--- src/rtl/spi_oled_receiver.sv ---
// SPI mode-0 slave modelling an SSD1306-style OLED controller: oversampled byte
// assembly, page/column command decode and page-addressing GDDRAM writes.
module spi_oled_receiver #(
    parameter int COLS   = 128,
    parameter int PAGES  = 8,
    parameter int ADDR_W = 10
) (
    input  logic              clk,
    input  logic              reset_n,
    input  logic              spi_clk,
    input  logic              spi_mosi,
    input  logic              spi_cs_n,
    input  logic              spi_dc,
    output logic              ram_we,
    output logic [ADDR_W-1:0] ram_addr,
    output logic [7:0]        ram_wdata,
    output logic              cmd_valid,
    output logic [7:0]        cmd_byte,
    output logic              display_on,
    output logic [2:0]        page,
    output logic [6:0]        col,
    output logic              frame_err,
    output logic [15:0]       byte_count
);

    logic              r_sclk_s1, r_sclk_s2, r_sclk_s3;
    logic              r_mosi_s1, r_mosi_s2;
    logic              r_dc_s1, r_dc_s2;
    logic              r_cs_s1, r_cs_s2, r_cs_s3;
    logic [6:0]        r_shreg;
    logic [2:0]        r_bit_cnt;
    logic              r_ram_we;
    logic [ADDR_W-1:0] r_ram_addr;
    logic [7:0]        r_ram_wdata;
    logic              r_cmd_valid;
    logic [7:0]        r_cmd_byte;
    logic              r_display_on;
    logic [2:0]        r_page;
    logic [6:0]        r_col;
    logic              r_frame_err;
    logic [15:0]       r_byte_count;

    logic              w_rise;
    logic              w_cs_rise;
    logic              w_active;
    logic [7:0]        w_byte;
    logic [ADDR_W-1:0] w_addr;

    assign w_rise    = r_sclk_s2 & ~r_sclk_s3;
    assign w_cs_rise = r_cs_s2 & ~r_cs_s3;
    // A clock rise coinciding with cs_n rising still belongs to the transfer
    assign w_active  = ~r_cs_s2 | w_cs_rise;
    assign w_byte    = {r_shreg, r_mosi_s2};
    assign w_addr    = ADDR_W'(r_page) * ADDR_W'(COLS) + ADDR_W'(r_col);

    always_ff @(posedge clk or negedge reset_n) begin
        if (!reset_n) begin
            r_sclk_s1    <= 1'b0;
            r_sclk_s2    <= 1'b0;
            r_sclk_s3    <= 1'b0;
            r_mosi_s1    <= 1'b0;
            r_mosi_s2    <= 1'b0;
            r_dc_s1      <= 1'b0;
            r_dc_s2      <= 1'b0;
            r_cs_s1      <= 1'b0;
            r_cs_s2      <= 1'b0;
            r_cs_s3      <= 1'b0;
            r_shreg      <= '0;
            r_bit_cnt    <= '0;
            r_ram_we     <= 1'b0;
            r_ram_addr   <= '0;
            r_ram_wdata  <= '0;
            r_cmd_valid  <= 1'b0;
            r_cmd_byte   <= '0;
            r_display_on <= 1'b0;
            r_page       <= '0;
            r_col        <= '0;
            r_frame_err  <= 1'b0;
            r_byte_count <= '0;
        end else begin
            r_sclk_s1   <= spi_clk;
            r_sclk_s2   <= r_sclk_s1;
            r_sclk_s3   <= r_sclk_s2;
            r_mosi_s1   <= spi_mosi;
            r_mosi_s2   <= r_mosi_s1;
            r_dc_s1     <= spi_dc;
            r_dc_s2     <= r_dc_s1;
            r_cs_s1     <= spi_cs_n;
            r_cs_s2     <= r_cs_s1;
            r_cs_s3     <= r_cs_s2;
            r_ram_we    <= 1'b0;
            r_cmd_valid <= 1'b0;
            r_frame_err <= 1'b0;

            if (w_rise && w_active) begin
                r_shreg <= {r_shreg[5:0], r_mosi_s2};
                if (r_bit_cnt == 3'd7) begin
                    r_bit_cnt    <= '0;
                    r_byte_count <= r_byte_count + 16'd1;
                    if (r_dc_s2) begin
                        r_ram_we    <= 1'b1;
                        r_ram_addr  <= w_addr;
                        r_ram_wdata <= w_byte;
                        r_col       <= (r_col == 7'(COLS - 1)) ? '0 : r_col + 7'd1;
                    end else begin
                        r_cmd_valid <= 1'b1;
                        r_cmd_byte  <= w_byte;
                        if (w_byte[7:3] == 5'b10110) begin
                            if (int'(w_byte[2:0]) < PAGES)
                                r_page <= w_byte[2:0];
                        end else if (w_byte[7:4] == 4'h0) begin
                            r_col[3:0] <= w_byte[3:0];
                        end else if (w_byte[7:3] == 5'b00010) begin
                            r_col[6:4] <= w_byte[2:0];
                        end else if (w_byte == 8'hAF) begin
                            r_display_on <= 1'b1;
                        end else if (w_byte == 8'hAE) begin
                            r_display_on <= 1'b0;
                        end
                    end
                end else if (w_cs_rise) begin
                    r_frame_err <= 1'b1;
                    r_bit_cnt   <= '0;
                end else begin
                    r_bit_cnt <= r_bit_cnt + 3'd1;
                end
            end else if (w_cs_rise && (r_bit_cnt != 3'd0)) begin
                r_frame_err <= 1'b1;
                r_bit_cnt   <= '0;
            end
        end
    end

    assign ram_we     = r_ram_we;
    assign ram_addr   = r_ram_addr;
    assign ram_wdata  = r_ram_wdata;
    assign cmd_valid  = r_cmd_valid;
    assign cmd_byte   = r_cmd_byte;
    assign display_on = r_display_on;
    assign page       = r_page;
    assign col        = r_col;
    assign frame_err  = r_frame_err;
    assign byte_count = r_byte_count;

endmodule

--- config.mk ---
export PLATFORM = sky130hd
export DESIGN_NAME = spi_oled_receiver
export DESIGN_NICKNAME = d
export VERILOG_FILES = /design/src/rtl/spi_oled_receiver.sv
export SDC_FILE = /design/constraint.sdc
export NUM_CORES = 1
export LEC_CHECK = 0
export ABC_AREA = 1
export BUFFER_PORTS_ARGS = -buffer_cell sky130_fd_sc_hd__buf_2
export CORE_MARGIN = 2
export CORE_UTILIZATION = 37
export CTS_CLUSTER_DIAMETER = 120
export DETAILED_ROUTE_END_ITERATION = 6
export SLEW_MARGIN = 30
export SYNTH_ARGS = -nofsm -noshare
export SYNTH_HDL_FRONTEND = slang
export SYNTH_SLANG_ARGS = --single-unit
--- constraint.sdc ---
create_clock -name clk -period 1.7 [get_ports clk]
set_input_delay 0.255 -clock clk [delete_from_list [all_inputs] [get_ports clk]]
set_output_delay 0.255 -clock clk [all_outputs]
set_load 0.02 [all_outputs]
==> reports/qor.yml <==
power_and_ir_drop:
  power.density_nw_per_um2: 918
  ir_worst_vdd_mv: 0.476
  p_leak_nw: 2.20
  power_mw: 3.88
die:
  rows: 35
  die_height_um: 101
  die_w_um: 101
  io_pins: 62
  start_util_pct: 37.8
  die_area_um2: 10200
  core_area_um2: 9200
sta:
  rsz0062_at_grt: "no"
  whs_ns: 0.348
  hold_viol_final: 0
  fin_crit_sh_pct: 91.6
  worst_slew_pin_slew_ns: 0.348
  slew_viol_final: 0
  slew_headroom_pct: 76.8
  setup_slack_ns: 0.143
  finalSetupViolCount: 0
  timing.fmax_mhz: 642
  fin_crit_ns: 1.56
  fin_skew_ns: 0.0170
  fin_tns_setup_ns: 0
layout:
  ff_latch_area_um2: 1900
  drive_gt1_share_pct: 26.8
  final_util_pct: 45.9
  antennaDiodeCount: 0
  synthToLayoutAreaGrowth_pct: 21.5
  fillers: 920
  layout.cells.non_filler: 581
  nets: 476
  multi_input_area_um2: 1340
  fin_area_um2: 4220
detailed_routing:
  vias: 2681
  wl_per_cell_um: 12.4
  routed_wl_um: 7200
  vias_per_cell: 4.61
  ant_nets: 0
  drtIter0Drc: 91
  route.detailed.drc: 0
  drt_pass1_iterations: 4
synth:
  synthDistinctLibCells: 25
  ys.flop_type: "dfrtp_1"
  netlist_area_um2: 3470
  synth_seq_cells: 76
  avgSynthCellArea_um2: 8.93
  ys_warn_count: 0
  synth_area_leader_cell: "dfrtp_1"
  synth-async-reset-ratio_pct: 100
  yosysTopAreaCellShare_pct: 54.7
  synth_edf_count: 0
  syn_nets: 400
  synthCells: 389
  ys_seq_area_share_pct: 54.7
  yosys-top-cells-area: "dfrtp_1 (55%), nand2_1 (15%), o21ai_2 (6.6%)"
placement:
  detailed_place_hpwl_um: 5280
  gp_congestion: 0.831
  port_buffers: 61
  dpl_cell_area_um2: 3950
  pre_cts_slack_ns: 0.125
  placedCellCount: 560
clocking:
  cts_setup_buffers: 0
  tritoncts: "done"
  cts-root-buf: "clkbuf_8"
  numCtsBuffers: 9
  clk_latency_ns: 0.35
  htree_levels: 3
  clock_path_buffers: 2
  clock_sinks: 76
  clkTransAtPathRegs_ns: 0.08
global_routing:
  antenna_found_initial: 0
  grt_max_degree: 53
  grt_pass1_vias: 2534
  grtUsageTotal_pct: 15.2
  grt_pass1_wl_um: 12100
  grt.overflow.total: 0
critical_path:
  critPathKind: "register to register"
  rrSetupSlack_ns: 0.14
  cp_data_required_time_ns: 1.94
  crit_cells: 8
  slowest_stage: "dfrtp_1"
  critPathCaptureType: "register"
  arrival_ns: 1.79
  crit_path_cell_trace: "ha_1, ha_2, nand3_2, buf_12, nor2_4, nand2_2, o21ai_0, nand2_1"
  critPathTopFamily: "simple AND/OR/NAND/NOR gates"
  rr_endpoint: "byte_count[9]"
  worst-path-max-fanout: 10
  setup.worst_path.start_class: "register"
  critPathBufInv: 1
  reg2reg_from: "r_bit_cnt[1]"
  rr_worst_depth: 8
  cpPeakStageDelay_ns: 0.36
run:
  drv_cap: 0
min_path:
  min_path_type: "primary input to asynchronous set/reset pin"
outcome:
  outcome: "completed"
==> per-layer routing <==
layer	track usage, %	part of all wire, %
met4	6.65	1.3
met5	0	0
met1	21.4	50
met3	3.19	3.3
met2	22.5	45
==> cells in the mapped netlist, types with 2 or more instances <==
cell type,instances
nand4_1,5
nor2_1,23
nor3_1,3
nor2_2,3
nand3_2,2
o22ai_1,3
xnor2_1,3
o21ai_2,26
nand3_1,11
inv_2,4
o21ai_0,19
nand2_2,3
inv_1,40
dfrtp_1,76
ha_1,5
nand2_1,142
xor2_1,6
nor2_4,3
o21ai_1,3
buf_6,4
==> worst max-delay path by stage <==
stage,startpoint,to,slack [ns]
finish,r_bit_cnt[1],byte_count[9],0.14
global route,r_bit_cnt[0],page[2],0.02
detailed placement,r_bit_cnt[1],ram_wdata[1],0.13
CTS,r_bit_cnt[1],ram_wdata[1],0.12
floorplan,r_bit_cnt[0],cmd_byte[1],0.24
global placement,r_bit_cnt[0],page[2],0.18
==> cell usage in the layout (no fill, tap or decap), types with 2 or more instances in the layout <==
cell type      netlist  layout
nand2_2              3       3
xor2_1               6       6
o21ai_0             19      19
inv_4                1       2
o21ai_2             26      26
o22ai_1              3       3
xnor2_1              3       3
bufinv_16            0       2
dfrtp_1             76      76
clkinv_4             0       2
dlygate4sd3_1        0       5
nor2_1              23      23
nand4_1              5       5
nand3_1             11      11
inv_2                4       3
nor2_4               3       3
buf_4                0       2
buf_2                0      60
nor2_2               3       3
buf_12               0       4
clkbuf_8             0       9
inv_1               40      40
o21ai_1              3       3
nand2_1            142     142
nor3_1               3       3
nand3_2              2       2
ha_1                 5       4
==> worst reg2reg max path, delay by kind of cell, from the launching register on <==
kind	cells	cell delay (ns)
compound gates	1	0.15
fa+ha+maj	2	0.35
buf+inv	1	0.18
flops	1	0.36
simple gates	4	0.42
==> flip-flops by register name, indices dropped and copies added (netlist names), 3 cells and up <==
signal	cells
page	3
byte_count	16
r_shreg	7
col	7
ram_wdata	8
cmd_byte	8
r_bit_cnt	3
ram_addr	10
==> kinds of logic after synthesis <==
family                     synth area share [%]
AOI/OAI and AO/OA                          10.5
xor gates and xnor gates                   2.27
adders and majority gates                  1.80
buffers and inverters                      6.77
DFF                                        54.7
and+or+nand+nor                            23.9
==> power by group <==
part	internal, mW	leakage, nW	switching [mW]	total (mW)
clock	0.834	0.110	0.698	1.53
combinational	0.122	1.06	0.258	0.380
sequential	1.89	1.03	0.0710	1.96
==> final cells by class <==
type / instances / area share, %
sequential: 76 / 45.0
clock inverter: 7 / 2.34
clock buffer: 9 / 2.93
inverter: 45 / 4.12
tap: 111 / 3.29
timing repair buffer: 71 / 10.5
multi-input combinational: 262 / 31.7
==> repair_timing <==
action                                 in CTS  in global routing
endpoints found under the hold margin      28                  0
hold buffers                                5                  0
setup endpoints to repair                   0                  6
resized for setup                           0                  2
No activity file was read; power rests on OpenSTA's default activity.
